$ cat src/rtl/vc_arbiter_pkg.sv
// Shared interconnect definitions for the VC arbiter: FSM state encodings and
// default datapath/weighting parameters.
package vc_arbiter_pkg;

  typedef enum logic [1:0] {
    IDLE = 2'd0,
    G0   = 2'd1,
    G1   = 2'd2
  } state_t;

  localparam int DATA_W_DEF = 6;
  localparam int W0_DEF     = 3;

endpackage

$ cat src/rtl/vc_arbiter.sv
// Two-VC weighted arbiter: combinational pop, one-cycle registered push to the destination
// selected by the word MSB; a VC whose destination is almost full is skipped without blocking the other.
module vc_arbiter
  import vc_arbiter_pkg::*;
#(
  parameter int DATA_W = DATA_W_DEF,
  parameter int W0     = W0_DEF
) (
  input  logic              clk,
  input  logic              reset,
  input  logic              active_in,
  input  logic              vc0_empty,
  input  logic              vc1_empty,
  input  logic [DATA_W-1:0] vc0_data,
  input  logic [DATA_W-1:0] vc1_data,
  input  logic              d0_afull,
  input  logic              d1_afull,
  output logic              vc0_pop,
  output logic              vc1_pop,
  output logic              d0_push,
  output logic              d1_push,
  output logic [DATA_W-1:0] d0_data,
  output logic [DATA_W-1:0] d1_data,
  output logic              busy
);

  localparam int CNT_W = (W0 < 1) ? 1 : $clog2(W0 + 1);
  localparam logic [CNT_W-1:0] CNT_MAX = CNT_W'(W0);

  state_t            state_q;
  state_t            state_d;
  logic [CNT_W-1:0]  cnt_q;
  logic              elig0;
  logic              elig1;
  logic              grant0;
  logic              grant1;
  logic              any_grant;
  logic              grant_dest;
  logic [DATA_W-1:0] grant_data;

  // Eligibility looks only at each VC's own head destination, so a blocked VC never stalls the other.
  always_comb begin
    elig0 = active_in && !vc0_empty && !(vc0_data[DATA_W-1] ? d1_afull : d0_afull);
    elig1 = active_in && !vc1_empty && !(vc1_data[DATA_W-1] ? d1_afull : d0_afull);
  end

  // Reset gates the grants so no pop escapes while the block is held in reset.
  always_comb begin
    grant0     = !reset && elig0 && (!elig1 || (cnt_q < CNT_MAX));
    grant1     = !reset && elig1 && !grant0;
    any_grant  = grant0 || grant1;
    grant_data = grant1 ? vc1_data : vc0_data;
    grant_dest = grant_data[DATA_W-1];
  end

  assign vc0_pop = grant0;
  assign vc1_pop = grant1;

  always_comb begin
    state_d = IDLE;
    if (grant0) begin
      state_d = G0;
    end else if (grant1) begin
      state_d = G1;
    end
  end

  always_ff @(posedge clk or posedge reset) begin
    if (reset) begin
      state_q <= IDLE;
    end else begin
      state_q <= state_d;
    end
  end

  assign busy = (state_q != IDLE);

  always_ff @(posedge clk or posedge reset) begin
    if (reset) begin
      cnt_q <= '0;
    end else if (grant1) begin
      cnt_q <= '0;
    end else if (grant0 && (cnt_q != CNT_MAX)) begin
      cnt_q <= cnt_q + 1'b1;
    end
  end

  // Output words are only loaded on a push, so each destination holds its last word otherwise.
  always_ff @(posedge clk or posedge reset) begin
    if (reset) begin
      d0_push <= 1'b0;
      d1_push <= 1'b0;
      d0_data <= '0;
      d1_data <= '0;
    end else begin
      d0_push <= any_grant && !grant_dest;
      d1_push <= any_grant && grant_dest;
      if (any_grant && !grant_dest) begin
        d0_data <= grant_data;
      end
      if (any_grant && grant_dest) begin
        d1_data <= grant_data;
      end
    end
  end

endmodule
$ cat config.mk
export PLATFORM = sky130hd
export DESIGN_NAME = vc_arbiter
export DESIGN_NICKNAME = d
export VERILOG_FILES = /design/src/rtl/vc_arbiter_pkg.sv /design/src/rtl/vc_arbiter.sv
export SDC_FILE = /design/constraint.sdc
export NUM_CORES = 1
export LEC_CHECK = 0
export ABC_AREA = 1
export CELL_PAD_IN_SITES_DETAIL_PLACEMENT = 1
export CELL_PAD_IN_SITES_GLOBAL_PLACEMENT = 1
export CORE_ASPECT_RATIO = 1.4
export CORE_MARGIN = 3
export CORE_UTILIZATION = 32
export CTS_BUF_LIST = sky130_fd_sc_hd__clkbuf_4 sky130_fd_sc_hd__clkbuf_8 sky130_fd_sc_hd__clkbuf_16
export DETAILED_ROUTE_END_ITERATION = 12
export PLACE_DENSITY = 0.8
export SYNTH_ARGS = -nofsm -noshare
export SYNTH_HDL_FRONTEND = slang
export SYNTH_SLANG_ARGS = --single-unit
$ cat constraint.sdc
create_clock -name clk -period 3.5 [get_ports clk]
set_input_delay 0.7 -clock clk [delete_from_list [all_inputs] [get_ports clk]]
set_output_delay 0.7 -clock clk [all_outputs]
set_load 0.01 [all_outputs]
After elaboration in Yosys (flattened, before gate mapping)
Index checks and enable logic that the tools add are counted.
{"block": "totals", "ff_bits": 18, "output_inout_bits": 17, "inputBits": 19}
{"block": "classes", "add_sub_neg": 1, "n_eq_ne": 1, "magnitude_cmp": 1, "n_reduce_logical": 23, "mux": 7}
{"op": "$logic_and A1 B1 Y1", "count": 11}
{"op": "$logic_not A1 Y1", "count": 8}
{"op": "$mux W2", "count": 4}
{"op": "$mux W6", "count": 1}
{"op": "$reduce_bool A2 Y1", "count": 2}
{"op": "$add A2 B1 Y2 const B", "count": 1}
{"op": "$logic_or A1 B1 Y1", "count": 2}
{"op": "$lt A2 B2 Y1 const B", "count": 1}
{"op": "$mux W1", "count": 2}
{"op": "$ne A2 B2 Y1 const B", "count": 1}

Longest topological paths before layout
Gate-level depths: netlist (run 1).
{"block": "logic_depth", "word_depth": 11, "depth_mapped": 9}

Worst setup path before layout (run 1)
No wires, ideal clock.
{"block": "synth_timing", "kind": "input -> output", "startpoint": "input reset", "endpoint": "output vc1_pop", "arrival_ps": 1645, "cell_stages": 6, "required_time_ps": 2800, "slack_ps": 1155, "cell_sequence": "inv_1 nand2_1 nor2_1 nand3_2 nand2_2 inv_1"}
{"block": "synth_via", "elab_chain_cells": 5, "elab_cells_between_ends": 6}
{"element": "from (decl)", "line_no": "vc_arbiter.sv:10", "rtl": "input logic reset,"}
{"element": "$logic_not A1 Y1 (no line) *"}
{"element": "$logic_and A1 B1 Y1 (2 in series)", "line_no": "vc_arbiter.sv:49", "rtl": "grant0 = !reset && elig0 && (!elig1 || (cnt_q < CNT_MAX));"}
{"element": "$logic_not A1 Y1", "line_no": "vc_arbiter.sv:50", "rtl": "grant1 = !reset && elig1 && !grant0;"}
{"element": "$logic_and A1 B1 Y1 *", "line_no": "vc_arbiter.sv:50"}
{"element": "to (decl)", "line_no": "vc_arbiter.sv:19", "rtl": "output logic vc1_pop,"}
Mark *: on every way between the ends. The rest lies on a longest branch, timed or not.

Final worst setup path (run 1)
{"block": "layout_timing", "startpoint": "input vc1_data[5]", "endpoint": "output vc1_pop"}
{"block": "layout_via", "elab_chain_cells": 8, "elab_cells_between_ends": 9}
{"element": "from (decl)", "line_no": "vc_arbiter.sv:15", "rtl": "input logic [DATA_W-1:0] vc1_data,"}
{"element": "$mux W1 *", "line_no": "vc_arbiter.sv:44", "rtl": "elig1 = active_in && !vc1_empty && !(vc1_data[DATA_W-1] ? d1_afull : d0_afull);"}
{"element": "$logic_not A1 Y1 *", "line_no": "vc_arbiter.sv:44"}
{"element": "$logic_and A1 B1 Y1 *", "line_no": "vc_arbiter.sv:44"}
{"element": "$logic_not A1 Y1", "line_no": "vc_arbiter.sv:49"}
{"element": "$logic_or A1 B1 Y1", "line_no": "vc_arbiter.sv:49"}
{"element": "$logic_and A1 B1 Y1", "line_no": "vc_arbiter.sv:49"}
{"element": "$logic_not A1 Y1", "line_no": "vc_arbiter.sv:50"}
{"element": "$logic_and A1 B1 Y1 *", "line_no": "vc_arbiter.sv:50"}
Marked as above.

==> results by group, run 1 <==
STA
  • Minimum clock period: 3.17 ns
  • Slew @ Worst Pin: 0.230 ns
  • Fin crit share: 0.904
  • Fin. Hold Viols: 0
  • Setup TNS: 0 ns
  • Clock skew: 0.00903 ns
  • Slew Viols, Final: 0
  • # setup viols final: 0
  • Unrepaired setup endpoints after global routing: false
  • Slew HR: 0.846
  • Min Hold Slack: 0.477 ns
  • FMAX: 0.316 GHz

Worst setup path
  • CP Data Required Time: 2.80 ns
  • Critical Path Sink Type: primary output
  • WP data arrival: 2.47 ns
  • Crit path max fanout: 9
  • Worst setup path class: input pin to primary output
  • Startpoint types: input pin

Yosys
  • Net Count, Synth: 137
  • Post-Syn Area: 927 sq um
  • Number of synthesized flops with an enable pin: 0
  • Flops & latches, synth: 18
  • Synth Area per Inst: 7.92 sq um
  • Ys flop type: dfrtp_1
  • Async SR Flop Fraction: 1.00
  • Synthesized instance count: 117
  • Post-synthesis sequential area ratio: 0.486
  • Yosys warnings: 0
  • Yosys cell types: 14
  • Top cell type by total area after synthesis: dfrtp_1
  • Most frequent cell after synthesis: nand2_1
  • Commonest cells post-synth: nand2_1 (41), nand3_1 (21), dfrtp_1 (18)
  • Share of the synthesized area in the top cell type: 0.486
  • Top post-synthesis cells by area: dfrtp_1 (49%), nand2_1 (17%), nand3_1 (11%)

CTS
  • H-tree depth: 1
  • Hold buffers post-CTS: 0
  • Clk_lat worst skew: 0.29 ns
  • Clk root buf: clkbuf_4
  • Post-CTS Setup Bufs: 0
  • Cts bufs inserted: 3
  • Num Clock Sinks: 18
  • Register clock-pin slew on the reported worst setup and hold paths: 0.10 ns
  • CTS tree: done
  • Clk buf depth: 2
  • CTS resizes: 0

Global route
  • Vias in the first global route: 920
  • First-pass GRT wire length: 4060 um
  • Largest net degree at the start of global routing: 19
  • Overflow after GRT: 0
  • Initial antenna violation count: 0
  • Total global-route track usage: 0.149

Cells and area
  • Fill count: 356
  • Area grow syn2layout: 45.1%
  • Sequential cell area: 450 sq um
  • Layout cells sized above 1: 0.123
  • Non-Filler Instances: 191
  • Area of the multi-input gates: 402 sq um
  • Antenna cells: 0
  • Final Net Count: 177
  • Final instance area: 0.00135 sq mm

Flow run
  • Max cap viols: 0

Routing
  • Drt pass-1 iters: 5
  • Total Wirelength: 2380 um
  • Via count: 898
  • Iteration-0 DRC Markers: 16
  • Post-route ant nets: 0
  • Drt wl/cell: 12.5 um
  • Vias per inst: 4.70
  • DR DRC count: 0

Floorplanning
  • Rows: 22
  • Die width: 51.5 um
  • Core box area: 0.00270 sq mm
  • I/O pins: 36
  • Chip height: 69.7 um
  • Die area: 0.00359 sq mm
  • Initial Utilization: 0.344

Pwr
  • Max VDD drop: 141 uV
  • Cell Pwr Density: 407 mW/mm^2
  • P_leak: 0.708 nW

Placement
  • DP HPWL: 2020 um
  • Port bufs: 35
  • Placed cell area: 0.00132 sq mm
  • Final GP Congestion: 0.783
  • Placed Instances: 188

Min path
  • Worst Hold Class: register to register

Run status
  • Status: complete, no violations
-- stage by stage --
| stage | util | total power, mW | setup slack, ns |
|---|---|---|---|
| 2_1_floorplan | - | 0.348 | 1.15 |
| 3_3_place_gp | 0.490 | 0.447 | 0.409 |
| 3_5_place_dp | 0.490 | 0.456 | 0.323 |
| 4_1_cts | 0.499 | 0.555 | 0.317 |
| 5_1_grt | 0.499 | 0.586 | 0.151 |
| 6_report | 0.499 | 0.548 | 0.334 |
-- power breakdown --
| part | internal, mW | total [mW] | switching, mW |
|---|---|---|---|
| clock | 0.0400 | 0.0984 | 0.0584 |
| combinational | 0.0991 | 0.182 | 0.0834 |
| sequential | 0.246 | 0.267 | 0.0208 |
| total | 0.385 | 0.548 | 0.163 |
-- worst paths after layout --
path	start	cells past startpoint	end	slack [ns]
max	vc1_data[5]	8	vc1_pop	0.33
min	d1_data[5]	2	d1_data[5]	0.48
min reg2reg	d1_data[5]	2	d1_data[5]	0.48
min in group asynchronous	reset	3	d0_data[4]	0.87
max in group asynchronous	reset	3	d0_data[1]	2.43
max reg2reg	cnt_q[0]	8	d0_data[1]	1.93
-- cells in the final DEF (no fill, tap or decap) --
cell,Yosys,final
buf_4,2,2
clkbuf_4,0,3
clkdlybuf4s50_1,0,35
dfrtp_1,18,18
ha_1,1,1
inv_1,15,15
inv_2,1,1
nand2_1,41,41
nand2_2,6,6
nand3_1,21,21
nand3_2,4,4
nand4_1,1,1
nor2_1,2,2
nor2_4,2,2
o21ai_0,2,2
or2_2,1,1
-- state kept, by name, indices dropped and copies added (netlist names) --
name / flops
cnt_q: 2
d1_data: 6
d0_push: 1
d0_data: 6
d1_push: 1
state_q: 2
-- cells by family (layout without fill, tap and decap cells) --
family	count (synthesis)	count (layout)	share of synthesized area
buffers and inverters	18	56	0.0810
and+or+nand+nor	78	78	0.409
adders and majority gates	1	1	0.0135
DFF	18	18	0.486
AOI/OAI and AO/OA	2	2	0.0108
-- metal layers --
layer | vias to the layer above | global-route usage | share of wire
li1 | 444 | - | -
met3 | 5 | 0.0151 | 0.052
met2 | 29 | 0.266 | 0.52
met1 | 420 | 0.169 | 0.40
met5 | - | 0 | 0
met4 | 0 | 0.0700 | 0.024
-- final cells by class --
class                      instances  area share
tap                               36      0.0335
multi-input combinational         81       0.299
sequential                        18       0.335
timing repair buffer              37       0.272
clock buffer                       3      0.0167
inverter                          16      0.0447
-- critical path, cell delays in order --
cell             delay, ns
clkdlybuf4s50_1       0.51
inv_1                 0.08
nand2_2               0.07
nand3_2               0.09
nor2_4                0.20
nand2_2               0.18
inv_1                 0.09
clkdlybuf4s50_1       0.54
No activity file was read; power rests on OpenSTA's default activity.
==> run 2, diff against run 1 <==
==> constraint.sdc (replaced) <==
create_clock -name clk -period 3.5 [get_ports clk]
set_input_delay 0.525 -clock clk [delete_from_list [all_inputs] [get_ports clk]]
set_output_delay 0.525 -clock clk [all_outputs]
set_load 0.01 [all_outputs]
==> results by group, run 2 (same netlist as run 1, synthesis figures left out) <==
STA
  • Fin crit share: 0.810 (-0.0943)
  • Fin. Hold Viols: 0 (unchanged)
  • Unrepaired setup endpoints after global routing: false
  • Clock skew: 0.00457 ns (-0.00446 ns)
  • # setup viols final: 0 (unchanged)
  • FMAX: 0.353 GHz (+12%)
  • Slew Viols, Final: 0 (unchanged)
  • Slew @ Worst Pin: 0.229 ns (-0.00188 ns)
  • Setup TNS: 0 ns (unchanged)
  • Final setup margin: 0.664 ns (+0.330 ns)
  • Min Hold Slack: 0.480 ns (+0.00268 ns)
  • Slew HR: 0.847 (+0.00126)
  • Minimum clock period: 2.84 ns (-0.330 ns)

Floorplanning
  • Rows: 22 (unchanged)
  • I/O pins: 36 (unchanged)
  • Chip height: 69.7 um (unchanged)
  • Initial Utilization: 0.344 (unchanged)
  • Core box area: 0.00270 sq mm (unchanged)
  • Die width: 51.5 um (unchanged)
  • Die area: 0.00359 sq mm (unchanged)

CTS
  • Clk_lat worst skew: 0.29 ns (about the same)
  • Post-CTS Setup Bufs: 0 (unchanged)
  • CTS tree: done
  • Hold buffers post-CTS: 0 (unchanged)
  • H-tree depth: 1 (unchanged)
  • Clk buf depth: 2 (unchanged)
  • Cts bufs inserted: 3 (unchanged)
  • Clk root buf: clkbuf_4
  • Num Clock Sinks: 18 (unchanged)
  • Register clock-pin slew on the reported worst setup and hold paths: 0.09 ns (about the same)
  • CTS resizes: 0 (unchanged)

Worst setup path
  • RR Startpoint: cnt_q[0]
  • Worst setup path class: input pin to primary output
  • Critical Path Sink Type: primary output
  • Crit path launch: reset
  • R2R depth: 8 (unchanged)
  • Reg2reg end: d0_data[0]
  • Startpoint types: input pin
  • WP data arrival: 2.31 ns (-0.16 ns)
  • CP Data Required Time: 2.97 ns (+0.17 ns)
  • Crit path max fanout: 11 (+2)
  • Crit path capture: vc1_pop
  • Internal reg-to-reg setup slack: 1.82 ns (-0.11 ns)

Global route
  • Overflow after GRT: 0 (unchanged)
  • Vias in the first global route: 1,022 (+11%)
  • Total global-route track usage: 0.156 (+0.00759)
  • Initial antenna violation count: 0 (unchanged)
  • Largest net degree at the start of global routing: 19 (unchanged)
  • First-pass GRT wire length: 4330 um (+6.8%)

Placement
  • DP HPWL: 2110 um (+4.8%)
  • Final GP Congestion: 0.816 (+4.3%)
  • Placed Instances: 187 (-0.53%)
  • Port bufs: 35 (unchanged)
  • Dpl ws: 0.662 ns (+0.339 ns)

Routing
  • DR DRC count: 0 (unchanged)
  • Via count: 912 (+1.6%)
  • Total Wirelength: 2460 um (+3.3%)
  • Drt pass-1 iters: 4 (-1)
  • Post-route ant nets: 0 (unchanged)
  • Iteration-0 DRC Markers: 7 (-9)
  • Drt wl/cell: 12.9 um (+3.9%)
  • Vias per inst: 4.80 (+2.1%)

Pwr
  • Sequential share of power: 0.488 (about the same)
  • Cell Pwr Density: 410 mW/mm^2 (+0.74%)
  • Combinational Power Share: 0.335 (+0.002)
  • P_leak: 0.703 nW (-0.60%)
  • Switch Pwr: 0.163 mW (+0.28%)
  • Clk pwr share: 0.176 (-0.004)
  • Switching Fraction: 0.297 (about the same)
  • Max VDD drop: 153 uV (+8.9%)
  • Pint: 0.386 mW (+0.14%)
  • Tot Pwr: 0.549 mW (+0.18%)

Cells and area
  • Commonest non-fill, non-tap cells in the layout: nand2_1 (41), clkdlybuf4s50_1 (35), nand3_1 (21), dfrtp_1 (18), inv_1 (15)
  • Final Net Count: 176 (-0.56%)
  • Most common cell after layout, fill and taps aside: nand2_1
  • Antenna cells: 0 (unchanged)
  • Layout cells sized above 1: 0.117 (-0.00570)
  • Biggest regs: d0_data: 6 flops, d1_data: 6 flops
  • Area grow syn2layout: 44.3%
  • Non-Filler Instances: 190 (-0.52%)

Min path
  • Worst Hold Launch: d1_data[5]
  • Worst hold stages: 2 (unchanged)
  • Worst Hold Class: register to register

Run status
  • Status: complete, no violations

Flow run
  • Max cap viols: 0 (unchanged)
## run 2: cell count changes in the layout (fill, tap and decap cells not counted)
cell   change
buf_4      -1
## run 2: worst min path at each step
stage / to / slack (ns)
after global placement: d1_data[5] / 0.45
after floorplan: cnt_q[0] / 0.47
after detailed placement: d1_data[5] / 0.46
after global routing: d1_data[5] / 0.51
after CTS: d1_data[5] / 0.49
final: d1_data[5] / 0.48
## run 2: per-stage QoR
| step | instance area [sq um] | utilization |
|---|---|---|
| after floorplan | 927 | - |
| after global placement | 1320 | 0.487 |
| after detailed placement | 1320 | 0.487 |
| after CTS | 1340 | 0.496 |
| after global routing | 1340 | 0.496 |
| final | 1340 | 0.496 |
## run 2: final cells by class
cell class | count | area (sq um)
sequential | 18 | 450
inverter | 16 | 60.1
timing repair buffer | 36 | 358
multi-input combinational | 81 | 402
fill | 368 | 1360
clock buffer | 3 | 22.5
tap | 36 | 45.0
## run 2: power groups by stage
stage / logic [mW] / clock network [mW] / registers, mW
2_1_floorplan: 0.0647 / 0 / 0.284
6_report: 0.184 / 0.0967 / 0.268
3_5_place_dp: 0.188 / 0 / 0.272
3_3_place_gp: 0.178 / 0 / 0.270
4_1_cts: 0.188 / 0.101 / 0.268
5_1_grt: 0.204 / 0.111 / 0.273
## run 2: layer usage
layer,global-route usage,up-vias,wire [um]
met3,0.0258,10,126
met2,0.283,37,1290
met5,0,-,0
met4,0.0816,0,110
li1,-,441,-
met1,0.164,424,937
## run 2: worst max-delay path, cell delays in order
cell             delay (ns)
clkdlybuf4s50_1        0.48
inv_1                  0.13
nand2_1                0.06
nor2_1                 0.11
nand3_2                0.21
nand2_2                0.25
inv_1                  0.06
clkdlybuf4s50_1        0.48
==> run 3, diff against run 2 <==
CORE_UTILIZATION = 30   (was 32)
PLACE_DENSITY = 0.76   (was 0.8)
clock period = 2.9 ns   (was 3.5 ns; I/O delays follow)
==> results by group, run 3 (same netlist as run 1, synthesis figures left out) <==
Run status
  • Status: complete, no violations

Floorplanning
  • Core box area: 0.00291 sq mm (+7.7%)
  • Rows: 23 (+4.5%)
  • Initial Utilization: 0.319 (-0.0247)
  • Chip height: 71.8 um (+3.0%)
  • Die width: 53.0 um (+2.9%)
  • Die area: 0.00380 sq mm (+6.0%)
  • I/O pins: 36 (unchanged)

Worst setup path
  • WP data arrival: 2.06 ns (-0.25 ns)
  • Crit path max fanout: 9 (-2)
  • Startpoint types: input pin
  • Critical Path Sink Type: primary output
  • Worst setup path class: input pin to primary output
  • CP Data Required Time: 2.47 ns (-0.50 ns)

Global route
  • Total global-route track usage: 0.146 (-0.0105)
  • Vias in the first global route: 970 (-5.1%)
  • Largest net degree at the start of global routing: 19 (unchanged)
  • Overflow after GRT: 0 (unchanged)
  • Initial antenna violation count: 0 (unchanged)
  • First-pass GRT wire length: 4170 um (-3.8%)

Cells and area
  • Most common cell after layout, fill and taps aside: nand2_1
  • Layout cells sized above 1: 0.134 (+0.0169)
  • Area of the multi-input gates: 402 sq um (unchanged)
  • Biggest regs: d0_data: 6 flops, d1_data: 6 flops
  • Fill count: 361 (-1.9%)
  • Area grow syn2layout: 49.5%
  • Commonest non-fill, non-tap cells in the layout: nand2_1 (41), clkdlybuf4s50_1 (35), nand3_1 (21), dfrtp_1 (18), inv_1 (15)
  • Final Net Count: 178 (+1.1%)
  • Final instance area: 0.00139 sq mm (+3.6%)
  • Sequential cell area: 450 sq um (unchanged)
  • Antenna cells: 0 (unchanged)
  • Final Util: 0.477 (-0.0189)

STA
  • Slew Viols, Final: 0 (unchanged)
  • Final setup margin: 0.401 ns (-0.263 ns)
  • Setup TNS: 0 ns (unchanged)
  • # setup viols final: 0 (unchanged)
  • Minimum clock period: 2.50 ns
  • Unrepaired setup endpoints after global routing: false
  • Slew @ Worst Pin: 0.222 ns (-0.00685 ns)
  • Fin. Hold Viols: 0 (unchanged)
  • Fin crit share: 0.862
  • Clock skew: 0.00528 ns (+0.000711 ns)
  • FMAX: 0.400 GHz
  • Slew HR: 0.852 (+0.00458)

Placement
  • Port bufs: 35 (unchanged)
  • Placed cell area: 0.00133 sq mm (+1.2%)
  • Dpl ws: 0.383 ns (-0.279 ns)
  • Final GP Congestion: 0.772 (-5.4%)
  • DP HPWL: 2050 um (-3.3%)

CTS
  • Register clock-pin slew on the reported worst setup and hold paths: 0.07 ns (-0.02 ns)
  • Clk_lat worst skew: 0.26 ns (-0.03 ns)
  • CTS tree: done
  • Cts bufs inserted: 3 (unchanged)
  • CTS resizes: 0 (unchanged)
  • Hold buffers post-CTS: 0 (unchanged)
  • Post-CTS Setup Bufs: 0 (unchanged)
  • Clk root buf: clkbuf_8
  • H-tree depth: 1 (unchanged)
  • Num Clock Sinks: 18 (unchanged)
  • Clk buf depth: 2 (unchanged)

Routing
  • Met3 WL post-DR: 118 um (-6.3%)
  • Via count: 897 (-1.6%)
  • Iteration-0 DRC Markers: 19 (+12)
  • Total Wirelength: 2450 um (-0.41%)
  • DR DRC count: 0 (unchanged)
  • Top routing layer in use: met4
  • Vias per inst: 4.62 (-3.7%)
  • Met1 WL: 931 um (-0.64%)
  • DR WL met2: 1340 um (+3.9%)
  • Post-route ant nets: 0 (unchanged)
  • Drt pass-1 iters: 3 (-1)
  • Drt wl/cell: 12.6 um (-2.5%)

Pwr
  • Max VDD drop: 203 uV (+32%)
  • Cell Pwr Density: 538 mW/mm^2 (+31%)
  • Tot Pwr: 0.746 mW (+36%)
  • P_leak: 0.728 nW (+3.5%)

Flow run
  • Max cap viols: 0 (unchanged)

Min path
  • Worst Hold Class: register to register
-- run 3: changes by cell type in the layout (fill, tap and decap cells not counted) --
cell	change
clkbuf_8	+4
clkbuf_4	-3
buf_4	+2
-- run 3: path summary, 6_finish.rpt --
path                        startpoint          to  slack [ns]  cells past startpoint
min reg2reg                 d1_data[5]  d1_data[5]        0.47                      2
max in group asynchronous        reset  d0_data[3]        2.07                      3
min in group asynchronous        reset  d0_data[4]        0.64                      3
min                         d1_data[5]  d1_data[5]        0.47                      2
max reg2reg                   cnt_q[0]  d0_data[2]        1.30                      8
max                        vc0_data[5]     vc1_pop        0.40                      8
-- run 3: final cells by class --
| cell class | instances | share of cell area |
|---|---|---|
| Sequential cell | 18 | 0.325 |
| Tap cell | 37 | 0.0334 |
| Clock buffer | 4 | 0.0397 |
| Multi-Input combinational cell | 81 | 0.290 |
| Inverter | 16 | 0.0433 |
| Timing Repair Buffer | 38 | 0.269 |
-- run 3: power breakdown --
part           total (mW)  internal (mW)  switching (mW)  leakage (nW)
registers           0.323          0.297          0.0260         0.230
clock network       0.204          0.121          0.0831        0.0288
logic               0.219          0.120          0.0991         0.469
-- run 3: critical path, cell delays in order --
cell	delay, ns
clkdlybuf4s50_1	0.56
inv_1	0.09
nand2_1	0.08
nand2_1	0.06
nand3_2	0.09
nand2_2	0.13
inv_1	0.08
clkdlybuf4s50_1	0.53
-- run 3: layer usage --
metal / vias up / track usage
met5: - / 0
met4: 0 / 0.0682
met3: 5 / 0.0187
met2: 29 / 0.276
met1: 418 / 0.150
li1: 445 / -
-- run 3: through the flow --
step           hold WS (ns)  cells
2_1_floorplan         0.390    117
3_3_place_gp          0.447    190
3_5_place_dp          0.454    190
4_1_cts               0.472    194
5_1_grt               0.508    194
6_report              0.467    194
